==> src/rtl/mc_ctrl_pkg.sv <==
// Shared encodings for the multicycle controller: FSM states, ALU ops, condition
// codes, decode fields and data-path select values.
package mc_ctrl_pkg;

  typedef enum logic [3:0] {
    S_FETCH  = 4'd0,
    S_DECODE = 4'd1,
    S_MEMADR = 4'd2,
    S_MEMRD  = 4'd3,
    S_MEMWB  = 4'd4,
    S_MEMWR  = 4'd5,
    S_EXECR  = 4'd6,
    S_EXECI  = 4'd7,
    S_ALUWB  = 4'd8,
    S_BRANCH = 4'd9,
    S_UNDEF  = 4'd10
  } state_t;

  localparam logic [1:0] ALU_ADD = 2'b00;
  localparam logic [1:0] ALU_SUB = 2'b01;
  localparam logic [1:0] ALU_AND = 2'b10;
  localparam logic [1:0] ALU_ORR = 2'b11;

  localparam logic [3:0] CMD_AND = 4'b0000;
  localparam logic [3:0] CMD_SUB = 4'b0010;
  localparam logic [3:0] CMD_ADD = 4'b0100;
  localparam logic [3:0] CMD_CMP = 4'b1010;
  localparam logic [3:0] CMD_ORR = 4'b1100;

  localparam logic [3:0] COND_EQ = 4'd0,  COND_NE = 4'd1,  COND_CS = 4'd2,  COND_CC = 4'd3;
  localparam logic [3:0] COND_MI = 4'd4,  COND_PL = 4'd5,  COND_VS = 4'd6,  COND_VC = 4'd7;
  localparam logic [3:0] COND_HI = 4'd8,  COND_LS = 4'd9,  COND_GE = 4'd10, COND_LT = 4'd11;
  localparam logic [3:0] COND_GT = 4'd12, COND_LE = 4'd13, COND_AL = 4'd14;

  localparam logic [1:0] OP_DP  = 2'b00;
  localparam logic [1:0] OP_MEM = 2'b01;
  localparam logic [1:0] OP_BR  = 2'b10;
  localparam logic [1:0] OP_UND = 2'b11;

  localparam logic [1:0] RES_ALUOUT = 2'b00;
  localparam logic [1:0] RES_RDATA  = 2'b01;
  localparam logic [1:0] RES_ALU    = 2'b10;

  localparam logic       SRCA_RD1  = 1'b0;
  localparam logic       SRCA_PC   = 1'b1;
  localparam logic [1:0] SRCB_RD2  = 2'b00;
  localparam logic [1:0] SRCB_IMM  = 2'b01;
  localparam logic [1:0] SRCB_FOUR = 2'b10;

  function automatic logic cmd_valid(input logic [3:0] cmd);
    return (cmd == CMD_ADD) || (cmd == CMD_SUB) || (cmd == CMD_CMP) ||
           (cmd == CMD_AND) || (cmd == CMD_ORR);
  endfunction

  function automatic logic [1:0] cmd_alu(input logic [3:0] cmd);
    case (cmd)
      CMD_SUB, CMD_CMP: return ALU_SUB;
      CMD_AND:          return ALU_AND;
      CMD_ORR:          return ALU_ORR;
      default:          return ALU_ADD;
    endcase
  endfunction

endpackage

==> src/rtl/cond_unit.sv <==
// NZCV flag register with condition-execute evaluation; flag updates only land
// when the current instruction's condition passes.
module cond_unit
  import mc_ctrl_pkg::*;
(
  input  logic       clk,
  input  logic       reset,
  input  logic [3:0] cond,
  input  logic [3:0] alu_flags,
  input  logic       upd_nz,
  input  logic       upd_cv,
  output logic       cex
);

  logic [3:0] flags;
  logic n, z, c, v;

  assign {n, z, c, v} = flags;

  always_ff @(posedge clk) begin
    if (reset) begin
      flags <= 4'b0;
    end else begin
      if (upd_nz && cex) flags[3:2] <= alu_flags[3:2];
      if (upd_cv && cex) flags[1:0] <= alu_flags[1:0];
    end
  end

  always_comb begin
    cex = 1'b0;
    case (cond)
      COND_EQ: cex = z;
      COND_NE: cex = !z;
      COND_CS: cex = c;
      COND_CC: cex = !c;
      COND_MI: cex = n;
      COND_PL: cex = !n;
      COND_VS: cex = v;
      COND_VC: cex = !v;
      COND_HI: cex = c && !z;
      COND_LS: cex = !c || z;
      COND_GE: cex = (n == v);
      COND_LT: cex = (n != v);
      COND_GT: cex = !z && (n == v);
      COND_LE: cex = z || (n != v);
      COND_AL: cex = 1'b1;
      default: cex = 1'b0;
    endcase
  end

endmodule

==> src/rtl/mc_controller.sv <==
// Multicycle control FSM for the ARM-subset data path: instruction sequencing,
// enable/select decode, memory wait timeout and condition-gated writes.
module mc_controller
  import mc_ctrl_pkg::*;
#(
  parameter int MEM_TIMEOUT = 16
) (
  input  logic       clk,
  input  logic       reset,
  input  logic [3:0] cond,
  input  logic [1:0] op,
  input  logic [5:0] funct,
  input  logic [3:0] rd,
  input  logic [3:0] alu_flags,
  input  logic       mem_ready,
  output logic       pc_write,
  output logic       adr_src,
  output logic       mem_write,
  output logic       ir_write,
  output logic       reg_write,
  output logic [1:0] result_src,
  output logic       alu_src_a,
  output logic [1:0] alu_src_b,
  output logic [1:0] alu_control,
  output logic [1:0] imm_src,
  output logic [1:0] reg_src,
  output logic       undef,
  output logic       mem_err
);

  localparam int CW = $clog2(MEM_TIMEOUT + 1);

  state_t        state, state_n;
  logic [CW-1:0] cnt;
  logic [3:0]    cmd;
  logic          cex, is_cmp, is_exec, rd_pc, mem_wait, expire, wr_ok;
  logic          pc_w, mem_w, ir_w, reg_w, undef_s, upd_nz, upd_cv;

  assign cmd      = funct[4:1];
  assign is_cmp   = (cmd == CMD_CMP);
  assign is_exec  = (state == S_EXECR) || (state == S_EXECI);
  assign rd_pc    = (rd == 4'hF);
  assign mem_wait = ((state == S_FETCH) || (state == S_MEMRD) || (state == S_MEMWR)) && !mem_ready;
  assign expire   = mem_wait && (cnt == CW'(MEM_TIMEOUT - 1));

  // CMP implies S; carry/overflow are only meaningful for the arithmetic commands
  assign upd_nz = is_exec && (op == OP_DP) && cmd_valid(cmd) && (funct[0] || is_cmp);
  assign upd_cv = upd_nz && ((cmd == CMD_ADD) || (cmd == CMD_SUB) || is_cmp);

  cond_unit u_cond (
    .clk       (clk),
    .reset     (reset),
    .cond      (cond),
    .alu_flags (alu_flags),
    .upd_nz    (upd_nz),
    .upd_cv    (upd_cv),
    .cex       (cex)
  );

  always_ff @(posedge clk) begin
    if (reset) begin
      state   <= S_FETCH;
      cnt     <= '0;
      mem_err <= 1'b0;
    end else begin
      state <= state_n;
      cnt   <= (mem_wait && !expire) ? cnt + CW'(1) : '0;
      if (expire) mem_err <= 1'b1;
    end
  end

  always_comb begin
    state_n = state;
    case (state)
      S_FETCH:  if (mem_ready) state_n = S_DECODE;
      S_DECODE: begin
        case (op)
          OP_DP:   state_n = funct[5] ? S_EXECI : S_EXECR;
          OP_MEM:  state_n = S_MEMADR;
          OP_BR:   state_n = S_BRANCH;
          default: state_n = S_UNDEF;
        endcase
      end
      S_MEMADR: state_n = funct[0] ? S_MEMRD : S_MEMWR;
      S_MEMRD:  if (mem_ready) state_n = S_MEMWB;
      S_MEMWR:  if (mem_ready) state_n = S_FETCH;
      S_EXECR, S_EXECI: state_n = cmd_valid(cmd) ? S_ALUWB : S_UNDEF;
      default:  state_n = S_FETCH;
    endcase
    if (expire) state_n = S_FETCH;
  end

  always_comb begin
    pc_w        = 1'b0;
    mem_w       = 1'b0;
    ir_w        = 1'b0;
    reg_w       = 1'b0;
    undef_s     = 1'b0;
    adr_src     = 1'b0;
    result_src  = RES_ALUOUT;
    alu_src_a   = SRCA_RD1;
    alu_src_b   = SRCB_RD2;
    alu_control = ALU_ADD;
    case (state)
      S_FETCH: begin
        alu_src_a  = SRCA_PC;
        alu_src_b  = SRCB_FOUR;
        result_src = RES_ALU;
        ir_w       = mem_ready;
        pc_w       = mem_ready;
      end
      S_DECODE: begin
        alu_src_a = SRCA_PC;
        alu_src_b = SRCB_FOUR;
      end
      S_MEMADR: alu_src_b = SRCB_IMM;
      S_MEMRD:  adr_src = 1'b1;
      S_MEMWB: begin
        result_src = RES_RDATA;
        if (rd_pc) pc_w = cex;
        else       reg_w = cex;
      end
      S_MEMWR: begin
        adr_src = 1'b1;
        mem_w   = cex;
      end
      S_EXECR: alu_control = cmd_alu(cmd);
      S_EXECI: begin
        alu_src_b   = SRCB_IMM;
        alu_control = cmd_alu(cmd);
      end
      S_ALUWB: begin
        if (!is_cmp) begin
          if (rd_pc) pc_w = cex;
          else       reg_w = cex;
        end
      end
      S_BRANCH: begin
        alu_src_b  = SRCB_IMM;
        result_src = RES_ALU;
        pc_w       = cex;
      end
      S_UNDEF: undef_s = 1'b1;
      default: ;
    endcase
  end

  assign wr_ok     = !reset && !expire;
  assign pc_write  = pc_w  && wr_ok;
  assign mem_write = mem_w && wr_ok;
  assign ir_write  = ir_w  && wr_ok;
  assign reg_write = reg_w && wr_ok;
  assign undef     = undef_s && !reset;

  assign imm_src = (op == OP_UND) ? 2'b00 : op;
  assign reg_src = {(op == OP_MEM) && !funct[0], op == OP_BR};

endmodule
==> config.mk <==
export PLATFORM = sky130hd
export DESIGN_NAME = mc_controller
export DESIGN_NICKNAME = d
export VERILOG_FILES = /design/src/rtl/mc_ctrl_pkg.sv /design/src/rtl/cond_unit.sv /design/src/rtl/mc_controller.sv
export SDC_FILE = /design/constraint.sdc
export NUM_CORES = 1
export LEC_CHECK = 0
export ABC_AREA = 1
export CAP_MARGIN = 20
export CORE_UTILIZATION = 47
export CTS_CLUSTER_SIZE = 24
export DETAILED_ROUTE_END_ITERATION = 12
export DONT_BUFFER_PORTS = 1
export PLACE_DENSITY = 0.67
export SLEW_MARGIN = 10
export SYNTH_ARGS = -nofsm -noshare
export SYNTH_HDL_FRONTEND = slang
export SYNTH_HIERARCHICAL = 1
export SYNTH_SLANG_ARGS = --single-unit
==> constraint.sdc <==
create_clock -name clk -period 3.52 [get_ports clk]
set_input_delay 0.88 -clock clk [delete_from_list [all_inputs] [get_ports clk]]
set_output_delay 0.88 -clock clk [all_outputs]
set_load 0.005 [all_outputs]
==> run summary <==
R2r setup slk -> 1.95 ns
CTS sink count -> 14
Unique cell type count in the Yosys netlist -> 24
Hold endpoint -> cnt[0]
Initial antenna violation count -> 0
Ant diodes -> 0
Overflow after GRT -> 0
DR vias/cell -> 5.21
Peak supply drop -> 0.311 mV
Hold_buf cts -> 0
Post-synth top area share -> 23.2%
R2R Path Start -> state[1]
GRT Util Overall -> 20.3%
CTS tree -> done
CP peak stage delay -> 0.22 ns
Placer Congestion -> 0.826
Clk pwr share -> 26.3%
Switch share -> 36.5%
Synth Instances -> 208
Critical Path RT -> 2.64 ns
Ys Warns -> 6
Synth top area cells -> dfxtp_1 (23%), nand2_1 (12%), nor2_1 (12%)
CP Buf/Inv Count -> 2
CP Max Fanout -> 11
Avg Synthesized Cell Area -> 5.82 um2
CP arrival -> 2.10 ns
Cells on worst reg2reg path -> 7
CORE AREA -> 2450 um2
DRT Wirelength -> 2680 um
Die Y -> 52.7 um
Vias -> 1,262
Max Cap Violations -> 0
Post-synth net total -> 233
Status -> finished, final reports clean
Slew @ Worst Pin -> 0.471 ns
Hold path cells -> 1
Reg2reg end -> u_cond/flags[3]
Fmax -> 335 MHz
Buffers on Ports -> 0
Setup CP Type -> in2out
Flop pwr share -> 40.9%
Power Density -> 339 nW/um2
CP max-delay cell -> nor3_1
Clk_skew -> 0.00130 ns
Largest net degree at the start of global routing -> 12
Full die area -> 2780 um2
Synthesized area -> 1210 um2
Hold Startpoint -> cnt[0]
Layout cells sized above 1 -> 13.7%
Final period util -> 84.8%
Post-layout min period -> 2.98 ns
P_leak -> 0.602 nW
Pint -> 0.276 mW
Post-synthesis sequential area ratio -> 23.2%
CP delay by family, top -> simple AND/OR/NAND/NOR gates
Synth area leader -> dfxtp_1
Post-CTS setup buffers -> 0
Final hold vios -> 0
First-pass GRT wire length -> 4180 um
Total power -> 0.435 mW
Post-DRT Antenna Nets -> 0
Vias in the first global route -> 1,076
Final net count -> 238
Crit. End Element -> output port
Post-synth EDFFs -> 0
CTS resizes -> 0
Die Wd -> 52.7 um
Dpl hpwl -> 2210 um
CTS root buffer -> clkbuf_4
CTS max path bufs -> 2
Post-synth ARST share -> 0%
Slew headroom -> 68.3%
Initial Util -> 49.3%
CP most frequent cell -> nand2_1
Slew Limit Fails -> 0
H-tree depth -> 1
Per-cell routed wire length -> 11.1 um
P_sw -> 0.159 mW
Num CTS Buffers -> 3
Logic pwr share -> 32.7%
RSZ-0062 raised after global routing -> false
FF+latch count, synth -> 14
Final setup viols -> 0
Row cnt -> 18
Commonest cells in the netlist -> nand2_1 (40), nor2_1 (40), inv_1 (32)
Drt initial violations -> 30
Drt pass-1 iters -> 4
Main synth FF type -> dfxtp_1
DRC -> 0
Worst-skew pair later-pin latency -> 0.27 ns
CP Launch Type -> input port
Setup TNS -> 0 ns
Hold Crit Class -> reg2reg
# IOs -> 41
Worst path cell trace -> inv_1 > nor2_1 > nand2_1 > nand2_1 > nand2_1 > nand2_2 > nor2_4 > nand2_4 > inv_1 > nor3_1 > nand3_1 > nand2_1 > nor2_1 > nor2_1
Synthesis-to-layout area growth -> 6.10%
Clock slew at the register clock pins of the worst setup and hold paths -> 0.08 ns
[cells in the final DEF (no fill, tap or decap), types with 2 or more instances in the layout]
cell type and n:
nand2_1 40, nor2_1 40, inv_1 32, nand3_1 24, dfxtp_1 14, a21oi_1 13
nand2_2 11, inv_2 4, o21ai_0 4, nor2_4 3, nor2_2 3, nand3b_1 3
nor3_1 3, clkbuf_4 3, o211ai_1 2, nand2_4 2, ha_1 2
[per-layer routing]
metal	vias up	share of wire, %	track usage, %
li1	667	-	-
met1	545	46	24.6
met2	46	47	34.0
met3	4	6.3	4.06
met4	0	1.3	9.21
met5	-	0	0
[flip-flops by register name (all words and copies together) (netlist names)]
signal and count:
u_cond/flags 4, mem_err 1, state 4, cnt 5
[power groups by stage]
stage / registers [mW] / clock network [mW] / logic [mW]
2_1_floorplan: 0.180 / 0 / 0.118
3_3_place_gp: 0.181 / 0 / 0.138
3_5_place_dp: 0.182 / 0 / 0.141
4_1_cts: 0.178 / 0.118 / 0.141
5_1_grt: 0.179 / 0.126 / 0.162
6_report: 0.178 / 0.115 / 0.143
[area by class of cell]
cell class | count | area [um2]
clock buffer | 4 | 36.3
sequential | 14 | 280
multi-input combinational | 157 | 791
inverter | 37 | 139
fill | 246 | 1170
tap | 30 | 37.5
[cell families (layout without fill, tap and decap cells)]
family,count (synthesis),count (layout),share of synthesized area (%)
XOR/XNOR,2,2,1.45
buffers and inverters,37,41,11.5
adder cells (fa/ha/maj),2,2,2.07
flip-flops,14,14,23.2
AND/OR/NAND/NOR,132,132,51.6
AO/OA/AOI/OAI,21,21,10.2
[worst max path at each step]
stage,start,end,slack [ns],cells past startpoint
finish,cond[2],pc_write,0.54,14
global route,cond[2],pc_write,0.35,12
CTS,cond[2],pc_write,0.53,12
detailed placement,cond[2],pc_write,0.53,12
global placement,cond[2],pc_write,0.57,12
floorplan,cond[2],pc_write,0.68,12
[metrics by stage]
stage	area, um2	setup WS [ns]	hold WS (ns)	std cells	util [%]
6_report	1280	0.536	0.454	242	52.3
5_1_grt	1280	0.353	0.488	242	52.3
4_1_cts	1280	0.527	0.455	242	52.3
3_5_place_dp	1250	0.527	0.442	238	50.8
3_3_place_gp	1250	0.567	0.430	238	50.8
2_1_floorplan	1210	0.681	0.418	208	-
Note: power is estimated with default switching activity, not from simulation.
